### src/rtl/shreg_pkg.sv
// Shared constants for the shreg command sequencer: opcodes, shreg mode selects, FSM states.
// No logic; imported by shreg_carry_sel and shreg_ctrl.
// Optional feature macro: SHREG_ROTATE_EN (makes ROL/ROR/ASR legal).
package shreg_pkg;

  // Command opcodes
  localparam logic [2:0] OP_LOAD = 3'b000;
  localparam logic [2:0] OP_SHL  = 3'b001;
  localparam logic [2:0] OP_SHR  = 3'b010;
  localparam logic [2:0] OP_SHLS = 3'b011;
  localparam logic [2:0] OP_SHRS = 3'b100;
  localparam logic [2:0] OP_ROL  = 3'b101;
  localparam logic [2:0] OP_ROR  = 3'b110;
  localparam logic [2:0] OP_ASR  = 3'b111;

  // shreg mode select encodings
  localparam logic [1:0] SR_HOLD = 2'b00;
  localparam logic [1:0] SR_SHR  = 2'b01;  // msb <- carry_msb
  localparam logic [1:0] SR_SHL  = 2'b10;  // lsb <- carry_lsb
  localparam logic [1:0] SR_LOAD = 2'b11;

  typedef enum logic [1:0] {
    ST_IDLE  = 2'b00,
    ST_LOAD  = 2'b01,
    ST_SHIFT = 2'b10,
    ST_DONE  = 2'b11
  } state_e;

endpackage

### src/rtl/shreg_carry_sel.sv
// Decodes the latched opcode into shreg mode select and carry inputs.
// Latency: purely combinational; carries follow sr_q/ser_in within the cycle.
// Backpressure: none; outputs are hold/zero whenever active is low.
// With SHREG_ROTATE_EN undefined the rotate/arith ops decode to hold and no feedback is built.
module shreg_carry_sel
  import shreg_pkg::*;
(
  input  logic [2:0] op,
  input  logic       active,
  input  logic [3:0] sr_q,
  input  logic       ser_in,
  output logic [1:0] mode,
  output logic       carry_msb,
  output logic       carry_lsb
);

  // Only some sr_q bits feed carries (none in the default build); fold the rest away.
  logic unused_sr_q;
  assign unused_sr_q = ^sr_q;

  // Mode and carry decode, idle/hold unless the FSM is in LOAD or SHIFT
  always_comb begin
    mode      = SR_HOLD;
    carry_msb = 1'b0;
    carry_lsb = 1'b0;
    if (active) begin
      case (op)
        OP_LOAD: mode = SR_LOAD;
        OP_SHL:  mode = SR_SHL;
        OP_SHR:  mode = SR_SHR;
        OP_SHLS: begin
          mode      = SR_SHL;
          carry_lsb = ser_in;
        end
        OP_SHRS: begin
          mode      = SR_SHR;
          carry_msb = ser_in;
        end
`ifdef SHREG_ROTATE_EN
        OP_ROL: begin
          mode      = SR_SHL;
          carry_lsb = sr_q[3];
        end
        OP_ROR: begin
          mode      = SR_SHR;
          carry_msb = sr_q[0];
        end
        OP_ASR: begin
          mode      = SR_SHR;
          carry_msb = sr_q[3];
        end
`endif
        default: mode = SR_HOLD;
      endcase
    end
  end

endmodule

### src/rtl/shreg_ctrl.sv
// Command sequencer driving one 4-bit universal shift register (shreg).
// Latency: LOAD done 1 cycle after accept, shift N done N cycles after, cnt=0/illegal done next cycle.
// Backpressure: cmd_ready only in IDLE; cmd_valid while busy is ignored, nothing is queued.
// Macro SHREG_ROTATE_EN enables ROL/ROR/ASR; otherwise 101-111 complete immediately with err.
module shreg_ctrl
  import shreg_pkg::*;
#(
  parameter int CNT_W = 3
) (
  input  logic             clk,
  input  logic             clr,
  input  logic             cmd_valid,
  output logic             cmd_ready,
  input  logic [2:0]       cmd_op,
  input  logic [CNT_W-1:0] cmd_cnt,
  input  logic [3:0]       cmd_data,
  input  logic             ser_in,
  input  logic [3:0]       sr_q,
  output logic [1:0]       sr_c,
  output logic             sr_carry_msb,
  output logic             sr_carry_lsb,
  output logic [3:0]       sr_data_in,
  output logic             busy,
  output logic             done,
  output logic             err
);

  state_e           state_q, state_d;
  logic [2:0]       op_q, op_d;
  logic [CNT_W-1:0] cnt_q, cnt_d;
  logic [3:0]       data_q, data_d;
  logic             ill_q, ill_d;
  logic             cmd_illegal;
  logic             active;

`ifdef SHREG_ROTATE_EN
  assign cmd_illegal = 1'b0;
`else
  assign cmd_illegal = (cmd_op > OP_SHRS);
`endif

  // State and latched command registers
  always_ff @(posedge clk or negedge clr) begin
    if (!clr) begin
      state_q <= ST_IDLE;
      op_q    <= OP_LOAD;
      cnt_q   <= '0;
      data_q  <= '0;
      ill_q   <= 1'b0;
    end else begin
      state_q <= state_d;
      op_q    <= op_d;
      cnt_q   <= cnt_d;
      data_q  <= data_d;
      ill_q   <= ill_d;
    end
  end

  // Next-state, count and decoded outputs from registered state
  always_comb begin
    state_d    = state_q;
    op_d       = op_q;
    cnt_d      = cnt_q;
    data_d     = data_q;
    ill_d      = ill_q;
    cmd_ready  = 1'b0;
    busy       = 1'b1;
    done       = 1'b0;
    err        = 1'b0;
    active     = 1'b0;
    sr_data_in = 4'b0000;
    case (state_q)
      ST_IDLE: begin
        cmd_ready = 1'b1;
        busy      = 1'b0;
        if (cmd_valid) begin
          op_d   = cmd_op;
          cnt_d  = cmd_cnt;
          data_d = cmd_data;
          ill_d  = cmd_illegal;
          if (cmd_illegal)              state_d = ST_DONE;
          else if (cmd_op == OP_LOAD)   state_d = ST_LOAD;
          else if (cmd_cnt == '0)       state_d = ST_DONE;
          else                          state_d = ST_SHIFT;
        end
      end
      ST_LOAD: begin
        active     = 1'b1;
        sr_data_in = data_q;
        state_d    = ST_DONE;
      end
      ST_SHIFT: begin
        active = 1'b1;
        cnt_d  = cnt_q - CNT_W'(1);
        if (cnt_q == CNT_W'(1)) state_d = ST_DONE;
      end
      ST_DONE: begin
        done    = 1'b1;
        err     = ill_q;
        state_d = ST_IDLE;
      end
      default: state_d = ST_IDLE;
    endcase
  end

  shreg_carry_sel u_carry_sel (
    .op        (op_q),
    .active    (active),
    .sr_q      (sr_q),
    .ser_in    (ser_in),
    .mode      (sr_c),
    .carry_msb (sr_carry_msb),
    .carry_lsb (sr_carry_lsb)
  );

endmodule

### config.mk
export PLATFORM = sky130hd
export DESIGN_NAME = shreg_ctrl
export DESIGN_NICKNAME = d
export VERILOG_FILES = /design/src/rtl/shreg_pkg.sv /design/src/rtl/shreg_carry_sel.sv /design/src/rtl/shreg_ctrl.sv
export SDC_FILE = /design/constraint.sdc
export NUM_CORES = 1
export LEC_CHECK = 0
export BUFFER_PORTS_ARGS = -buffer_cell sky130_fd_sc_hd__buf_2
export CAP_MARGIN = 20
export CELL_PAD_IN_SITES_DETAIL_PLACEMENT = 0
export CELL_PAD_IN_SITES_GLOBAL_PLACEMENT = 2
export CORE_UTILIZATION = 26
export CTS_CLUSTER_SIZE = 40
export DETAILED_ROUTE_END_ITERATION = 8
export PLACE_DENSITY_LB_ADDON = 0.1
export SYNTH_ARGS = -nofsm -noshare
export SYNTH_HDL_FRONTEND = slang
export SYNTH_HIERARCHICAL = 1
export SYNTH_SLANG_ARGS = --single-unit
### constraint.sdc
create_clock -name clk -period 1.5 [get_ports clk]
set_input_delay 0.225 -clock clk [delete_from_list [all_inputs] [get_ports clk]]
set_output_delay 0.225 -clock clk [all_outputs]
set_load 0.02 [all_outputs]
==> impl_metrics.yaml, run 1 <==
grt:
  grt_pass1_vias: 653
  grt_overflow: 0
  grt_antenna_before_repair: 0
  grt_max_degree: 14
  grt_pass1_wl_um: 3015
  track_usage_pct: 12.10
cells_and_area:
  fin_cells: 159
  area_delta_synth_final_pct: 50.15
  postLayoutCellArea_um2: 1229
  fill_cells: 297
  mostFrequentLayoutCells: "buf_2 (18), dfrtp_1 (13), buf_4 (9)"
  antenna-diode-count: 0
  layout.nets: 143
  layout_commonest_cell: "buf_2"
  drive_gt1_share_pct: 50.43
setup_path:
  crit_path_start: "state_q[0]"
  crit_path_end_kind: "output pin"
  r2r-end: "state_q[1]"
  cp_top_family: "flip-flops"
  critPathLaunchType: "flip-flop"
  critPathBufInv: 2
  rr_worst_depth: 6
  cp.arrival_ns: 1.34
  worstPathCellList: "inv_2, ha_4, nand2b_4, nor3_2, buf_4"
  critical_path_class: "reg2out"
  cp_slowest_cell: "dfrtp_1"
  max_stage_delay_ns: 0.37
  reg2reg_slack_ns: -0.06
  critical_path.max_fanout: 3
  r2r_start: "state_q[1]"
  required_ns: 1.27
run:
  cap_viol_max_count: 0
die:
  coreArea_um2: 2877
  fp.dieH_um: 58.10
  initial_core_util_pct: 28.45
  die_area_um2: 3376
  pin_count: 30
  die_w_um: 58.10
  row_count: 19
drt:
  vias_per_cell: 4.302
  drc: 0
  wire_per_inst_um: 11.72
  ant_nets: 0
  via_count: 684
  routed_wl_um: 1863
  first_iter_violations: 8
  drt_pre_antenna_iters: 2
placement:
  dp.cells: 149
  dp_hpwl_um: 1370
  port_buffers: 25
  gp_congestion: 0.6894
  post_dp_cell_area_um2: 1037
min_path:
  hp-class: "in2reg"
  hp-start: "cmd_data[1]"
  min_path_cells: 2
  min_to: "data_q[1]"
clock_tree:
  numClockSinks: 13
  cts_buffer_depth: 2
  clockRootBuffer: "clkbuf_4"
  h-tree-depth: 1
  clk-insertion-delay-late_ns: 0.28
  cts_buffers: 3
  cts_tree: "built"
  clk_pin_slew_ns: 0.08
synthesis:
  ys_ff_latch: 13
  yosysWarnings: 6
  postSynthAreaPerCell_um2: 10.49
  seq_area_frac_synth_pct: 39.76
  netlist_instances: 78
  netlist_area_um2: 818.3
  syn_nets: 103
  synthDistinctLibCells: 30
sta:
  fin_hold_ws_ns: 0.1581
  period_share_pct: 104.6
  worst_clock_skew_ns: 0.007139
  rsz0062_at_grt: "yes"
  worst_slack_ns: -0.06863
  clock.fmax_mhz: 637.5
  min_period_ns: 1.569
  slew_headroom_pct: 78.89
  hold_viol: 0
  worstMarginPinSlew_ns: 0.3166
  setup_violations: 10
  drv_slew: 0
power_and_ir_drop:
  leakagePower_nw: 0.5832
  p_per_area_nw_per_um2: 2200
  vdd_drop_max_mv: 0.9603
run_status:
  status: "finished with violations"
  violations: "setup timing"
[final cells by class]
cell class	instances	area [µm²]	area share, %
Clock buffer	4	26.28	2.138
Inverter	8	30.03	2.444
Multi-Input combinational cell	55	516.7	42.06
Sequential cell	13	325.3	26.48
Tap cell	42	52.55	4.277
Timing Repair Buffer	37	277.8	22.61
[through the flow]
| stage | total power (W) | setup TNS, ns | setup slack [ns] | util [%] |
|---|---|---|---|---|
| floorplan | 0.001681 | 0 | 0.0003116 | - |
| global placement | 0.002056 | 0 | 0.006071 | 36.06 |
| detailed placement | 0.002075 | -0.001802 | -0.001802 | 36.06 |
| CTS | 0.002690 | -0.4163 | -0.08006 | 41.89 |
| global route | 0.002930 | -1.264 | -0.1345 | 42.71 |
| finish | 0.002703 | -0.3638 | -0.06863 | 42.71 |
[where the power goes]
part           internal [W]  switching [W]
sequential         0.000535       0.000142
clock              0.000103       0.000122
combinational      0.000952       0.000850
total               0.00159        0.00111
[synthesized netlist by cell type (all sizes together)]
| cell | n | area, µm² |
|---|---|---|
| buf | 2 | 16.26 |
| mux2 | 8 | 93.83 |
| a22oi | 1 | 7.510 |
| o211ai | 1 | 7.510 |
| ha | 7 | 87.58 |
| dfrtp | 13 | 325.3 |
| nand2b | 4 | 32.53 |
| nand3 | 2 | 10.01 |
| nor3 | 2 | 15.01 |
| nand2 | 4 | 15.01 |
| o221ai | 2 | 17.52 |
| a41o | 1 | 10.01 |
| and2b | 1 | 7.510 |
| nor4b | 1 | 8.760 |
| mux2i | 1 | 10.01 |
| or3 | 2 | 12.51 |
| inv | 8 | 30.03 |
| nor2 | 3 | 11.26 |
| a21oi | 5 | 36.29 |
| and2 | 5 | 31.28 |
| o31ai | 1 | 7.510 |
| or2 | 1 | 6.260 |
| o21ai | 2 | 10.01 |
| a211o | 1 | 8.760 |
[metal layers]
layer / share of wire [%] / GRT usage [%] / vias to the layer above / routed length [µm]
met3: 4.7 / 4.911 / 2 / 88
met2: 46 / 18.23 / 18 / 848
li1: - / - / 349 / -
met1: 49 / 16.09 / 315 / 916
met5: 0 / 0 / - / 0
met4: 0.54 / 3.061 / 0 / 10
[state kept, by name, indices dropped and copies added, names as in the netlist]
name and flops:
data_q 4, cnt_q 3, op_q 3, state_q 2, ill_q 1
[worst register-to-register path, delay by kind of cell (launching register included)]
| kind | cells | cell delay (ns) |
|---|---|---|
| adders and majority gates | 1 | 0.16 |
| AOI/OAI and AO/OA | 1 | 0.16 |
| DFF | 1 | 0.37 |
| buffers and inverters | 2 | 0.21 |
| muxes | 1 | 0.31 |
| and+or+nand+nor | 1 | 0.25 |
[worst max path at each step]
stage | endpoint | slack (ns) | depth (start not counted)
4_1_cts | sr_carry_msb | -0.08 | 5
5_1_grt | sr_carry_msb | -0.13 | 5
2_1_floorplan | state_q[1] | 0.0003 | 6
3_3_place_gp | state_q[1] | 0.006 | 5
3_5_place_dp | state_q[1] | -0.002 | 5
6_report | sr_carry_msb | -0.07 | 5
[what timing repair did]
action                     4_1_cts  5_1_grt
gates resized for setup         22        6
setup buffers                    5        0
hold buffers                     1        0
pin swaps                        3        3
setup endpoints to repair       11       18
hold endpoints to repair        13        0
[logic make-up after synthesis]
logic type | Yosys count | share of synthesized area (%)
adders and majority gates | 7 | 10.70
muxes | 9 | 12.69
DFF | 13 | 39.76
AOI/OAI and AO/OA | 14 | 12.85
buffers and inverters | 10 | 5.657
and+or+nand+nor | 25 | 18.35
No activity file was read; power rests on OpenSTA's default activity.
==> inputs of run 2 (changes only) <==
- CORE_UTILIZATION: 26 -> 25
- SYNTH_HIERARCHICAL: 1 -> default
==> run 2 against run 1 <==
Net effect: the run still ends with setup timing left; sequential share of layout area up 0.11 points; first-iteration DRC count unchanged; count of clock-buffer cells in the layout is the same; final area fell by 0.41%; synthesized cell count up 6.4%; non-clock buffer count stayed put; worst hold slack improved by 0.018 ns; sequential power increased by 0.7%; critical path depth is the same; via count grew 5.8%; critical endpoint is now sr_c[1]; largest cell class unchanged.
==> impl_metrics.yaml, run 2 <==
grt:
  track_usage_pct: 12.26
  grt_pass1_wl_um: 3236
  grt_max_degree: 14
  grt_overflow: 0
  grt_pass1_vias: 699
  grt_antenna_before_repair: 0
placement:
  gp_congestion: 0.7096
  dp.cells: 154
  place_ws_ns: 0.01438
  port_buffers: 25
  dp_hpwl_um: 1425
setup_path:
  crit_path_end_kind: "output pin"
  required_ns: 1.27
  critical_path.max_fanout: 3
  r2r-end: "state_q[1]"
  rr_worst_depth: 6
  r2r_start: "state_q[0]"
  cp.arrival_ns: 1.35
  critPathLaunchType: "flip-flop"
  reg2reg_slack_ns: 0.05
  critical_path_class: "reg2out"
drt:
  vias_per_cell: 4.388
  via_count: 724
  wire_per_inst_um: 11.64
  drc: 0
  routed_wl_um: 1920
  drt_pre_antenna_iters: 4
  first_iter_violations: 8
  ant_nets: 0
synthesis:
  synth_most_common_cell: "dfrtp_1"
  postSynthAreaPerCell_um2: 10.05
  yosysWarnings: 0
  netlist_instances: 83
  synth-edff-count: 0
  syn_nets: 108
  ys.flop_type: "dfrtp_1"
  synth_top_area_share_pct: 38.98
  synthDistinctLibCells: 28
  synth_common_cells: "dfrtp_1 (13), mux2_2 (8), ha_1 (7), inv_1 (6)"
  synth.largest_area_cell: "dfrtp_1"
  ys_ff_latch: 13
  netlist_area_um2: 834.6
  seq_area_frac_synth_pct: 38.98
  synth_area_leaders: "dfrtp_1 (39%), mux2_2 (11%), ha_1 (10%), and2_1 (3.7%), a21oi_1 (3.0%)"
  postSynth.asyncResetShare_pct: 100.0
sta:
  rsz0062_at_grt: "yes"
  clock.fmax_mhz: 634.1
  drv_slew: 0
  min_period_ns: 1.577
  worstMarginPinSlew_ns: 0.3084
  worst_slack_ns: -0.07701
  slew_headroom_pct: 79.44
  hold_viol: 0
  period_share_pct: 105.1
  worst_clock_skew_ns: 0.002601
  setup_violations: 9
power_and_ir_drop:
  leakagePower_nw: 0.5769
  switching_share_pct: 41.72
  clkPwrFrac_pct: 8.3
  power.switching_w: 0.001111
  p_int_w: 0.001551
  p_per_area_nw_per_um2: 2175
  vdd_drop_max_mv: 0.7967
  p_comb_share_pct: 66.1
  pwr-share-seq_pct: 25.6
cells_and_area:
  fin_cells: 165
  drive_gt1_share_pct: 53.72
  largest_reg_flops: 4
  fill_cells: 342
  antenna-diode-count: 0
  seq_area_um2: 325.3
  multi_input_area_um2: 543.0
  top_register: "data_q"
  layout.nets: 147
  layout_commonest_cell: "buf_2"
  mostFrequentLayoutCells: "buf_2 (19), dfrtp_1 (13), buf_4 (12)"
  area_delta_synth_final_pct: 46.63
  top_regs: "data_q x4, cnt_q x3, op_q x3"
clock_tree:
  clockRootBuffer: "clkbuf_4"
  cts_buffers: 3
  h-tree-depth: 1
  cts_buffer_depth: 2
  numClockSinks: 13
  clk_pin_slew_ns: 0.08
  cts_tree: "built"
  clk-insertion-delay-late_ns: 0.27
die:
  fp.dieH_um: 59.78
  die_area_um2: 3573
  pin_count: 30
  die_w_um: 59.78
  initial_core_util_pct: 26.90
  row_count: 20
  coreArea_um2: 3103
min_path:
  min_to: "data_q[0]"
  min_path_cells: 2
  hp-class: "in2reg"
  hp-start: "cmd_data[0]"
run_status:
  violations: "setup timing"
  status: "finished with violations"
run:
  cap_viol_max_count: 0
[run 2: cell types whose count changed after synthesis, sizes merged, moves of 2 or more]
cell	delta
o221ai	-2
nand3	+2
o22ai	+2
o21ai	+2
inv	-2
[run 2: metrics by stage]
step / setup TNS (ns) / power [W] / instance area, µm² / util, % / hold WS [ns]
global placement: 0 / 0.002027 / 1042 / 33.59 / 0.1414
detailed placement: 0 / 0.002049 / 1042 / 33.59 / 0.1433
floorplan: -0.02759 / 0.001657 / 844.6 / - / -0.07059
global route: -1.153 / 0.002915 / 1224 / 39.44 / 0.1731
finish: -0.4589 / 0.002662 / 1224 / 39.44 / 0.1759
CTS: -0.6641 / 0.002537 / 1179 / 37.98 / 0.1644
[run 2: power groups by stage]
| stage | clock network [W] | logic (W) | registers [W] |
|---|---|---|---|
| 2_1_floorplan | 0 | 0.00101 | 0.000643 |
| 3_3_place_gp | 0 | 0.00135 | 0.000674 |
| 3_5_place_dp | 0 | 0.00137 | 0.000678 |
| 4_1_cts | 0.000241 | 0.00162 | 0.000677 |
| 5_1_grt | 0.000250 | 0.00195 | 0.000717 |
| 6_report | 0.000222 | 0.00176 | 0.000682 |
[run 2: layer usage]
layer / GRT usage [%] / up-vias / part of all wire, %
li1: - / 368 / -
met1: 16.84 / 333 / 48
met2: 19.52 / 19 / 46
met3: 1.299 / 4 / 3.9
met4: 4.983 / 0 / 1.5
met5: 0 / - / 0
[run 2: critical path, cell delays in order, from the launching register on]
cell      delay, ns
dfrtp_1        0.38
inv_2          0.07
ha_4           0.28
nand2b_1       0.08
a21oi_2        0.11
buf_4          0.15
[run 2: how the worst max path moves through the flow]
| stage | start | to | slack [ns] | cells after the start |
|---|---|---|---|---|
| final | state_q[1] | sr_c[1] | -0.08 | 5 |
| after floorplan | state_q[0] | state_q[1] | -0.03 | 6 |
| after detailed placement | state_q[0] | cnt_q[2] | 0.01 | 5 |
| after global placement | state_q[0] | cnt_q[2] | 0.03 | 5 |
| after global routing | state_q[1] | sr_c[1] | -0.18 | 5 |
| after CTS | state_q[1] | sr_c[1] | -0.10 | 5 |
[run 2: kinds of logic after synthesis]
logic type               after synthesis  synth area share [%]
AND/OR/NAND/NOR                       28                 19.49
adder cells (fa/ha/maj)                7                 10.49
AO/OA/AOI/OAI                         17                 14.24
flip-flops                            13                 38.98
buffers and inverters                  9                 4.798
multiplexers                           9                 11.99
[run 2: cell type report]
type	count	share of cell area (%)
multi-input combinational	61	44.38
sequential	13	26.58
tap	44	4.499
clock buffer	4	2.147
timing repair buffer	37	20.55
inverter	6	1.840
[run 2: what timing repair did]
action / 4_1_cts / 5_1_grt
setup endpoints to repair: 12 / 19
buffers inserted: 5 / 1
pin swaps: 2 / 1
gates resized for setup: 18 / 8
hold endpoints to repair: 13 / 0
hold buffers: 1 / 0
